### src/rtl/imem_dmem_arbiter.sv
// Arbitrates the fetch and memory stages onto one unified memory port.
// Define ARB_RR_EN for round-robin on simultaneous requests (default: data first).
module imem_dmem_arbiter #(
    parameter int ADDR_W = 32,
    parameter int DATA_W = 32
) (
    input  logic              clk,
    input  logic              rst,
    input  logic              if_req,
    input  logic [ADDR_W-1:0] if_addr,
    input  logic              if_flush,
    output logic              if_gnt,
    output logic [DATA_W-1:0] if_rdata,
    output logic              if_rvalid,
    output logic              stall_if,
    input  logic              dm_req,
    input  logic              dm_we,
    input  logic [ADDR_W-1:0] dm_addr,
    input  logic [DATA_W-1:0] dm_wdata,
    output logic              dm_gnt,
    output logic [DATA_W-1:0] dm_rdata,
    output logic              dm_rvalid,
    output logic [1:0]        proc2mem_command,
    output logic [ADDR_W-1:0] proc2mem_addr,
    output logic [DATA_W-1:0] proc2mem_data,
    input  logic              mem2proc_ack,
    input  logic [DATA_W-1:0] mem2proc_data
);

    typedef enum logic [1:0] {
        IDLE    = 2'd0,
        IF_BUSY = 2'd1,
        DM_BUSY = 2'd2
    } state_t;

    localparam logic [1:0] CMD_NONE  = 2'd0;
    localparam logic [1:0] CMD_LOAD  = 2'd1;
    localparam logic [1:0] CMD_STORE = 2'd2;

    state_t            state;
    state_t            state_nxt;
    logic              drop;
    logic              drop_nxt;
    logic [1:0]        cmd_q;
    logic [1:0]        cmd_nxt;
    logic [ADDR_W-1:0] addr_q;
    logic [ADDR_W-1:0] addr_nxt;
    logic [DATA_W-1:0] data_q;
    logic [DATA_W-1:0] data_nxt;
    logic              if_gnt_c;
    logic              dm_gnt_c;
    logic              if_rvalid_c;
    logic              dm_rvalid_c;
    logic              fetch_ok;
    logic              pick_dm;
    logic              pick_if;
    logic [ADDR_W-1:0] if_addr_al;
    logic [ADDR_W-1:0] dm_addr_al;

    // Byte-offset bits are dropped on purpose; the memory is word addressed.
    logic unused_ok;
    assign unused_ok = &{1'b0, if_addr[1:0], dm_addr[1:0]};

    assign if_addr_al = {if_addr[ADDR_W-1:2], 2'b00};
    assign dm_addr_al = {dm_addr[ADDR_W-1:2], 2'b00};

    // A flush in IDLE means the presented PC is stale; skip it for that cycle.
    assign fetch_ok = if_req & ~if_flush;

`ifdef ARB_RR_EN
    logic last_dm;
    logic last_dm_nxt;

    assign pick_dm = dm_req & ~(fetch_ok & last_dm);
    assign pick_if = fetch_ok & ~pick_dm;

    always_comb begin
        last_dm_nxt = last_dm;
        if (dm_gnt_c) begin
            last_dm_nxt = 1'b1;
        end else if (if_gnt_c) begin
            last_dm_nxt = 1'b0;
        end
    end

    always_ff @(posedge clk or posedge rst) begin
        if (rst) begin
            last_dm <= 1'b1;
        end else begin
            last_dm <= last_dm_nxt;
        end
    end
`else
    assign pick_dm = dm_req;
    assign pick_if = fetch_ok & ~dm_req;
`endif

    always_comb begin
        state_nxt   = state;
        drop_nxt    = drop;
        cmd_nxt     = cmd_q;
        addr_nxt    = addr_q;
        data_nxt    = data_q;
        if_gnt_c    = 1'b0;
        dm_gnt_c    = 1'b0;
        if_rvalid_c = 1'b0;
        dm_rvalid_c = 1'b0;
        unique case (state)
            IDLE: begin
                drop_nxt = 1'b0;
                if (pick_dm) begin
                    dm_gnt_c  = 1'b1;
                    cmd_nxt   = dm_we ? CMD_STORE : CMD_LOAD;
                    addr_nxt  = dm_addr_al;
                    data_nxt  = dm_wdata;
                    state_nxt = DM_BUSY;
                end else if (pick_if) begin
                    if_gnt_c  = 1'b1;
                    cmd_nxt   = CMD_LOAD;
                    addr_nxt  = if_addr_al;
                    state_nxt = IF_BUSY;
                end
            end
            IF_BUSY: begin
                if (mem2proc_ack) begin
                    // A squashed fetch still has to drain; only its rvalid is hidden.
                    if_rvalid_c = ~drop & ~if_flush;
                    drop_nxt    = 1'b0;
                    cmd_nxt     = CMD_NONE;
                    state_nxt   = IDLE;
                end else if (if_flush) begin
                    drop_nxt = 1'b1;
                end
            end
            DM_BUSY: begin
                if (mem2proc_ack) begin
                    dm_rvalid_c = 1'b1;
                    cmd_nxt     = CMD_NONE;
                    state_nxt   = IDLE;
                end
            end
            default: begin
                drop_nxt  = 1'b0;
                cmd_nxt   = CMD_NONE;
                state_nxt = IDLE;
            end
        endcase
    end

    always_ff @(posedge clk or posedge rst) begin
        if (rst) begin
            state  <= IDLE;
            drop   <= 1'b0;
            cmd_q  <= CMD_NONE;
            addr_q <= '0;
            data_q <= '0;
        end else begin
            state  <= state_nxt;
            drop   <= drop_nxt;
            cmd_q  <= cmd_nxt;
            addr_q <= addr_nxt;
            data_q <= data_nxt;
        end
    end

    // Grants are combinational, so keep them quiet while reset is held.
    assign if_gnt    = if_gnt_c & ~rst;
    assign dm_gnt    = dm_gnt_c & ~rst;
    assign if_rvalid = if_rvalid_c;
    assign dm_rvalid = dm_rvalid_c;
    assign if_rdata  = mem2proc_data;
    assign dm_rdata  = mem2proc_data;
    assign stall_if  = (if_req & ~if_rvalid_c) | drop;

    assign proc2mem_command = cmd_q;
    assign proc2mem_addr    = addr_q;
    assign proc2mem_data    = data_q;

endmodule

### config.mk
export PLATFORM = sky130hd
export DESIGN_NAME = imem_dmem_arbiter
export DESIGN_NICKNAME = d
export VERILOG_FILES = /design/src/rtl/imem_dmem_arbiter.sv
export SDC_FILE = /design/constraint.sdc
export NUM_CORES = 1
export LEC_CHECK = 0
export ABC_AREA = 1
export BUFFER_PORTS_ARGS = -buffer_cell sky130_fd_sc_hd__buf_2
export CORE_AREA = 2 2 103 105
export CTS_CLUSTER_DIAMETER = 60
export DETAILED_ROUTE_END_ITERATION = 6
export DIE_AREA = 0 0 105 107
export HOLD_SLACK_MARGIN = 0.12
export PLACE_DENSITY = 0.73
export RECOVER_POWER = 50
export SLEW_MARGIN = 20
export SYNTH_ARGS = -nofsm -noshare
export SYNTH_HDL_FRONTEND = slang
export SYNTH_SLANG_ARGS = --single-unit
### constraint.sdc
create_clock -name clk -period 4.7 [get_ports clk]
set_input_delay 0.705 -clock clk [delete_from_list [all_inputs] [get_ports clk]]
set_output_delay 0.705 -clock clk [all_outputs]
set_load 0.02 [all_outputs]
# Word level (Yosys, flattened, before mapping)
# Cells that the tools add are included.
dict set report op_classes {
  eq_ne 5
  muxes 21
  n_bitwise 13
  reduce_logical 7
}
# cell n
set op_table {}
lappend op_table {{$mux 32} 2}
lappend op_table {{$mux 1} 11}
lappend op_table {{$mux 2} 5}
lappend op_table {{$pmux 2 s2} 2}
lappend op_table {{$reduce_and 2->1} 4}
lappend op_table {{$and 1x1->1} 6}
lappend op_table {{$ne 3x3->1 const B} 2}
lappend op_table {{$not 1->1} 6}
lappend op_table {{$eq 2x1->1 const B} 1}
lappend op_table {{$eq 2x2->1 const B} 1}
lappend op_table {{$logic_not 2->1} 1}
lappend op_table {{$ne 2x1->1 const B} 1}
lappend op_table {{$pmux 1 s2} 1}
lappend op_table {{$reduce_bool 2->1} 1}
lappend op_table {{$reduce_or 2->1} 1}
lappend op_table {{$or 1x1->1} 1}
dict set report totals {
  regBits 69
  inputBits 135
  output_inout_bits 135
  wordCells 51
}

# Logic depth before layout (Yosys ltp)
dict set report depth {
  ltp_word 7
  ltp_mapped 8
  ltp_nobuf 8
}

# Least setup slack after synthesis
# Ideal clock, no wire load.
dict set report synth_path {
  kind {in2out}
  from {in if_flush}
  to {out if_gnt}
  t_arrival_ps 1549
  t_required_ps 3995
  slack_ps 2446
  stages 4
  path_buffers 1
  path_cell_list {inv_1 nand3_2 buf_2 nor3_1}
}
dict set report synth_via {
  elab_chain_len 7
}
# element line_no
set synth_lines {}
lappend synth_lines {{start: declaration} 11} ;# input logic if_flush,
lappend synth_lines {{$not 1->1} 68} ;# assign fetch_ok = if_req & ~if_flush;
lappend synth_lines {{$and 1x1->1} 68}
lappend synth_lines {{$and 1x1->1} 95} ;# assign pick_if = fetch_ok & ~dm_req;
lappend synth_lines {{$mux 1} 117} ;# end else if (pick_if) begin
lappend synth_lines {{$mux 1} 111} ;# if (pick_dm) begin
lappend synth_lines {{$mux 1} 108} ;# unique case (state)
lappend synth_lines {{$and 1x1->1} 167} ;# assign if_gnt = if_gnt_c & ~rst;
lappend synth_lines {{end: declaration} 12} ;# output logic if_gnt,
# Every way passes these cells.

# Final worst setup path
dict set report layout_path {
  from {in dm_req}
  to {out if_gnt}
}
dict set report layout_via {
  elab_chain_len 6
}
# element line_no
set layout_lines {}
lappend layout_lines {{start: declaration} 16} ;# input logic dm_req,
lappend layout_lines {{$not 1->1} 95}
lappend layout_lines {{$and 1x1->1} 95}
lappend layout_lines {{$mux 1} 117}
lappend layout_lines {{$mux 1 (*)} 111}
lappend layout_lines {{$mux 1 (*)} 108}
lappend layout_lines {{$and 1x1->1 (*)} 167}
# Mark *: on every way between the ends. The rest lies on a longest branch, timed or not.

==> results by group <==
STA
  • Relative slew margins: -44.9%
  • Transition time at the pin with the least slew margin: 2.17 ns
  • Clock Skew: 0.00905 ns
  • Highest achievable clock rate: 0.285 GHz
  • Final critical-path setup slack: 1.19 ns
  • Final Max Slew Viols: 109
  • Setup TNS Final: 0 ns
  • Final setup vio count: 0
  • Clock period minus worst slack: 3.51 ns
  • Setup repair after global routing missed its margin: no
  • Final period util: 74.7%
  • Final number of hold-violating endpoints: 0

Placed design
  • Worst setup slack before clock tree synthesis: 2.01 ns
  • RD Place Congestion: 0.769
  • DP Wirelength: 6460 µm
  • Count of port buffers added during placement: 167

Route
  • Number of nets still failing antenna checks after routing: 0
  • Post-DR vias/cell: 4.43
  • Total via count in the routed design: 3156
  • Initial DRT Pass Iterations: 4
  • Total wire length: 8750 µm
  • Routed met2 length: 4470 µm
  • Amount of wire on met3 after detailed routing: 496 µm
  • Routed length per instance: 12.3 µm
  • Post-route DRC violation count: 0
  • Top layer used by detailed routing: met4
  • M1 wire length: 3610 µm
  • Number of violations reported at the end of detailed-routing iteration 0: 145

Cells and area
  • Number of antenna cells inserted: 0
  • Share of the core filled with cells: 42.1%
  • Area overhead of the layout relative to synthesis: 15.5%
  • Count of filler cells inserted in the layout: 1117
  • Final-stage net count: 710
  • Share of cells above drive strength 1: 28.1%

Yosys
  • Synth Flop Type: sky130_fd_sc_hd__dfrtp_1
  • Gate count after technology mapping: 478
  • Mean cell area of the mapped netlist: 7.69 µm²
  • Flops & latches, synth: 67
  • Number of enable flip-flop cells after synthesis: 0
  • Mapped Area: 0.00368 mm²
  • Most frequent cell after synthesis: sky130_fd_sc_hd__nand2_1
  • Most area-hungry cell type in the Yosys netlist: sky130_fd_sc_hd__dfrtp_1
  • Synth top area share: 45.6%
  • Seq/Total Area, Yosys: 45.6%
  • Async set-or-reset flop fraction in the synthesized netlist: 100%
  • Total of warnings raised by yosys: 0
  • Top cells by area in the synthesized netlist: sky130_fd_sc_hd__dfrtp_1 46%, sky130_fd_sc_hd__nand2_1 21%, sky130_fd_sc_hd__buf_4 16%
  • Netlist cell types: 19
  • Most instantiated cells after synthesis: 201 x sky130_fd_sc_hd__nand2_1, 76 x sky130_fd_sc_hd__buf_4, 67 x sky130_fd_sc_hd__dfrtp_1, 41 x sky130_fd_sc_hd__inv_1, 32 x sky130_fd_sc_hd__nand3_1

CTS
  • Buffers inserted by post-CTS timing repair: 0
  • Clock sink count: 67
  • Clock slew at the register clock pins of the worst setup and hold paths: 0.07 ns
  • Clock buffer count from CTS: 9
  • Post-cts sizing count: 0
  • Clock latency of the later-clocked register in the worst-skew pair: 0.34 ns
  • Clock tree from TritonCTS: built
  • Hold Buf Count CTS: 0
  • Maximum clock path buffer count: 2
  • Root cell of the clock tree: sky130_fd_sc_hd__clkbuf_8
  • CTS H-tree depth: 3

Floorplanning
  • Number of core rows: 37
  • Area of the die: 0.0112 mm²
  • I/O Pins: 270
  • Initial core utilization: 36.4%
  • Core Box Area: 0.0101 mm²
  • Chip width: 105 µm
  • Die height: 107 µm

Global routing
  • Number of global-route vias before repair: 3148
  • Total congestion overflow: 0
  • Pin count of the biggest net entering global routing: 65
  • Antenna violations before repair: 0
  • Global-route wire length before repair: 14400 µm
  • Total routing usage reported by global routing: 16.0%

Critical path
  • Setup Crit Path Kind: input port to output pin
  • Critical path data required time: 3.99 ns
  • Worst Path Arrival: 2.80 ns
  • CP Max Fanout: 64
  • Critical path endpoint category: output pin
  • CP Launch Type: input port

Worst hold path
  • Path class of the lowest-slack min-delay path: flop to flop

Pwr
  • Areal power density over the cells: 645 mW/mm²
  • Largest vdd supply drop: 0.241 mV
  • Leakage component of the power: 0.00253 µW

Outcome
  • Violated checks: max-capacitance violations, max-slew violations
  • Run status: finished with violations

Flow run
  • Max capacitance violation total: 2
## cell usage in the layout (no fill, tap or decap)
cell type                     n
sky130_fd_sc_hd__buf_2      142
sky130_fd_sc_hd__nor3_1       2
sky130_fd_sc_hd__clkinv_2     1
sky130_fd_sc_hd__conb_1       2
sky130_fd_sc_hd__nand4_1      1
sky130_fd_sc_hd__nand3_2      1
sky130_fd_sc_hd__dfrtp_1     67
sky130_fd_sc_hd__clkinv_4     1
sky130_fd_sc_hd__o21bai_1     1
sky130_fd_sc_hd__o21ai_0     31
sky130_fd_sc_hd__nand2_2      1
sky130_fd_sc_hd__bufinv_16    2
sky130_fd_sc_hd__inv_1       41
sky130_fd_sc_hd__nor2_1       4
sky130_fd_sc_hd__nor4_1       1
sky130_fd_sc_hd__ha_1         3
sky130_fd_sc_hd__nand3_1     32
sky130_fd_sc_hd__clkbuf_1    28
sky130_fd_sc_hd__buf_4        3
sky130_fd_sc_hd__nand2_4      1
sky130_fd_sc_hd__nand2_1    200
sky130_fd_sc_hd__a21oi_1      2
sky130_fd_sc_hd__clkbuf_8    10
## cell type report
type                    count  area (µm²)  share of cell area, %
inverters                  41         154                   3.63
clock inverters             4        73.8                   1.74
well taps                 136         170                   4.01
clock buffers              12         145                   3.42
multi-input cells         282        1190                   28.1
flip-flops and latches     67        1680                   39.5
repair buffers            171         831                   19.6
## registers in the layout (all words and copies together), names as in the netlist
signal / cells
drop: 1
proc2mem_data: 32
state: 2
proc2mem_command: 2
proc2mem_addr: 30
## metrics by stage
step / power [µW] / cells / instance area [µm²] / hold slack (ns)
after floorplan: 1910 / 479 / 3680 / 0.467
after global placement: 2210 / 697 / 4060 / 0.457
after detailed placement: 2260 / 697 / 4060 / 0.461
after CTS: 2810 / 713 / 4280 / 0.479
after global routing: 2950 / 713 / 4240 / 0.510
final: 2740 / 713 / 4240 / 0.476
## worst max-delay path, stage by stage
cell and delay, ns:
sky130_fd_sc_hd__clkbuf_1 0.10, sky130_fd_sc_hd__clkbuf_1 1.56, sky130_fd_sc_hd__nor3_1 0.15, sky130_fd_sc_hd__buf_2 0.26
## kinds of logic (layout without fill, tap and decap cells)
logic type                 after synthesis  in the layout  synth area share, %
and+or+nand+nor                        243            243                 26.5
buffers and inverters                  130            228                 22.1
DFF                                     67             67                 45.6
AOI/OAI and AO/OA                       34             34                 4.70
adders and majority gates                3              3                 1.02
other                                    1              2                0.102
## report_power, final
part | total (µW) | switching, µW | internal [µW] | leakage (µW)
Combinational | 1200 | 829 | 368 | 0.00159
Clock | 531 | 217 | 314 | 0.000111
Sequential | 1010 | 155 | 856 | 0.000832
Total | 2740 | 1200 | 1540 | 0.00253
## final timing paths
check | startpoint | end | slack (ns) | depth (start not counted)
hold reg to reg | proc2mem_data[8] | proc2mem_data[8] | 0.48 | 2
setup reg to reg | state[1] | proc2mem_addr[13] | 2.60 | 6
max in group asynchronous | rst | proc2mem_addr[16] | 2.59 | 3
setup / recovery | dm_req | if_gnt | 1.19 | 4
min in group asynchronous | rst | proc2mem_data[6] | 0.96 | 2
hold / removal | proc2mem_data[8] | proc2mem_data[8] | 0.48 | 2
## per-layer routing
metal | global-route usage [%] | vias up
li1 | - | 1577
met1 | 17.4 | 1458
met2 | 29.2 | 104
met3 | 4.13 | 17
met4 | 6.95 | 0
met5 | 0 | -
Note: power is estimated with default switching activity, not from simulation.
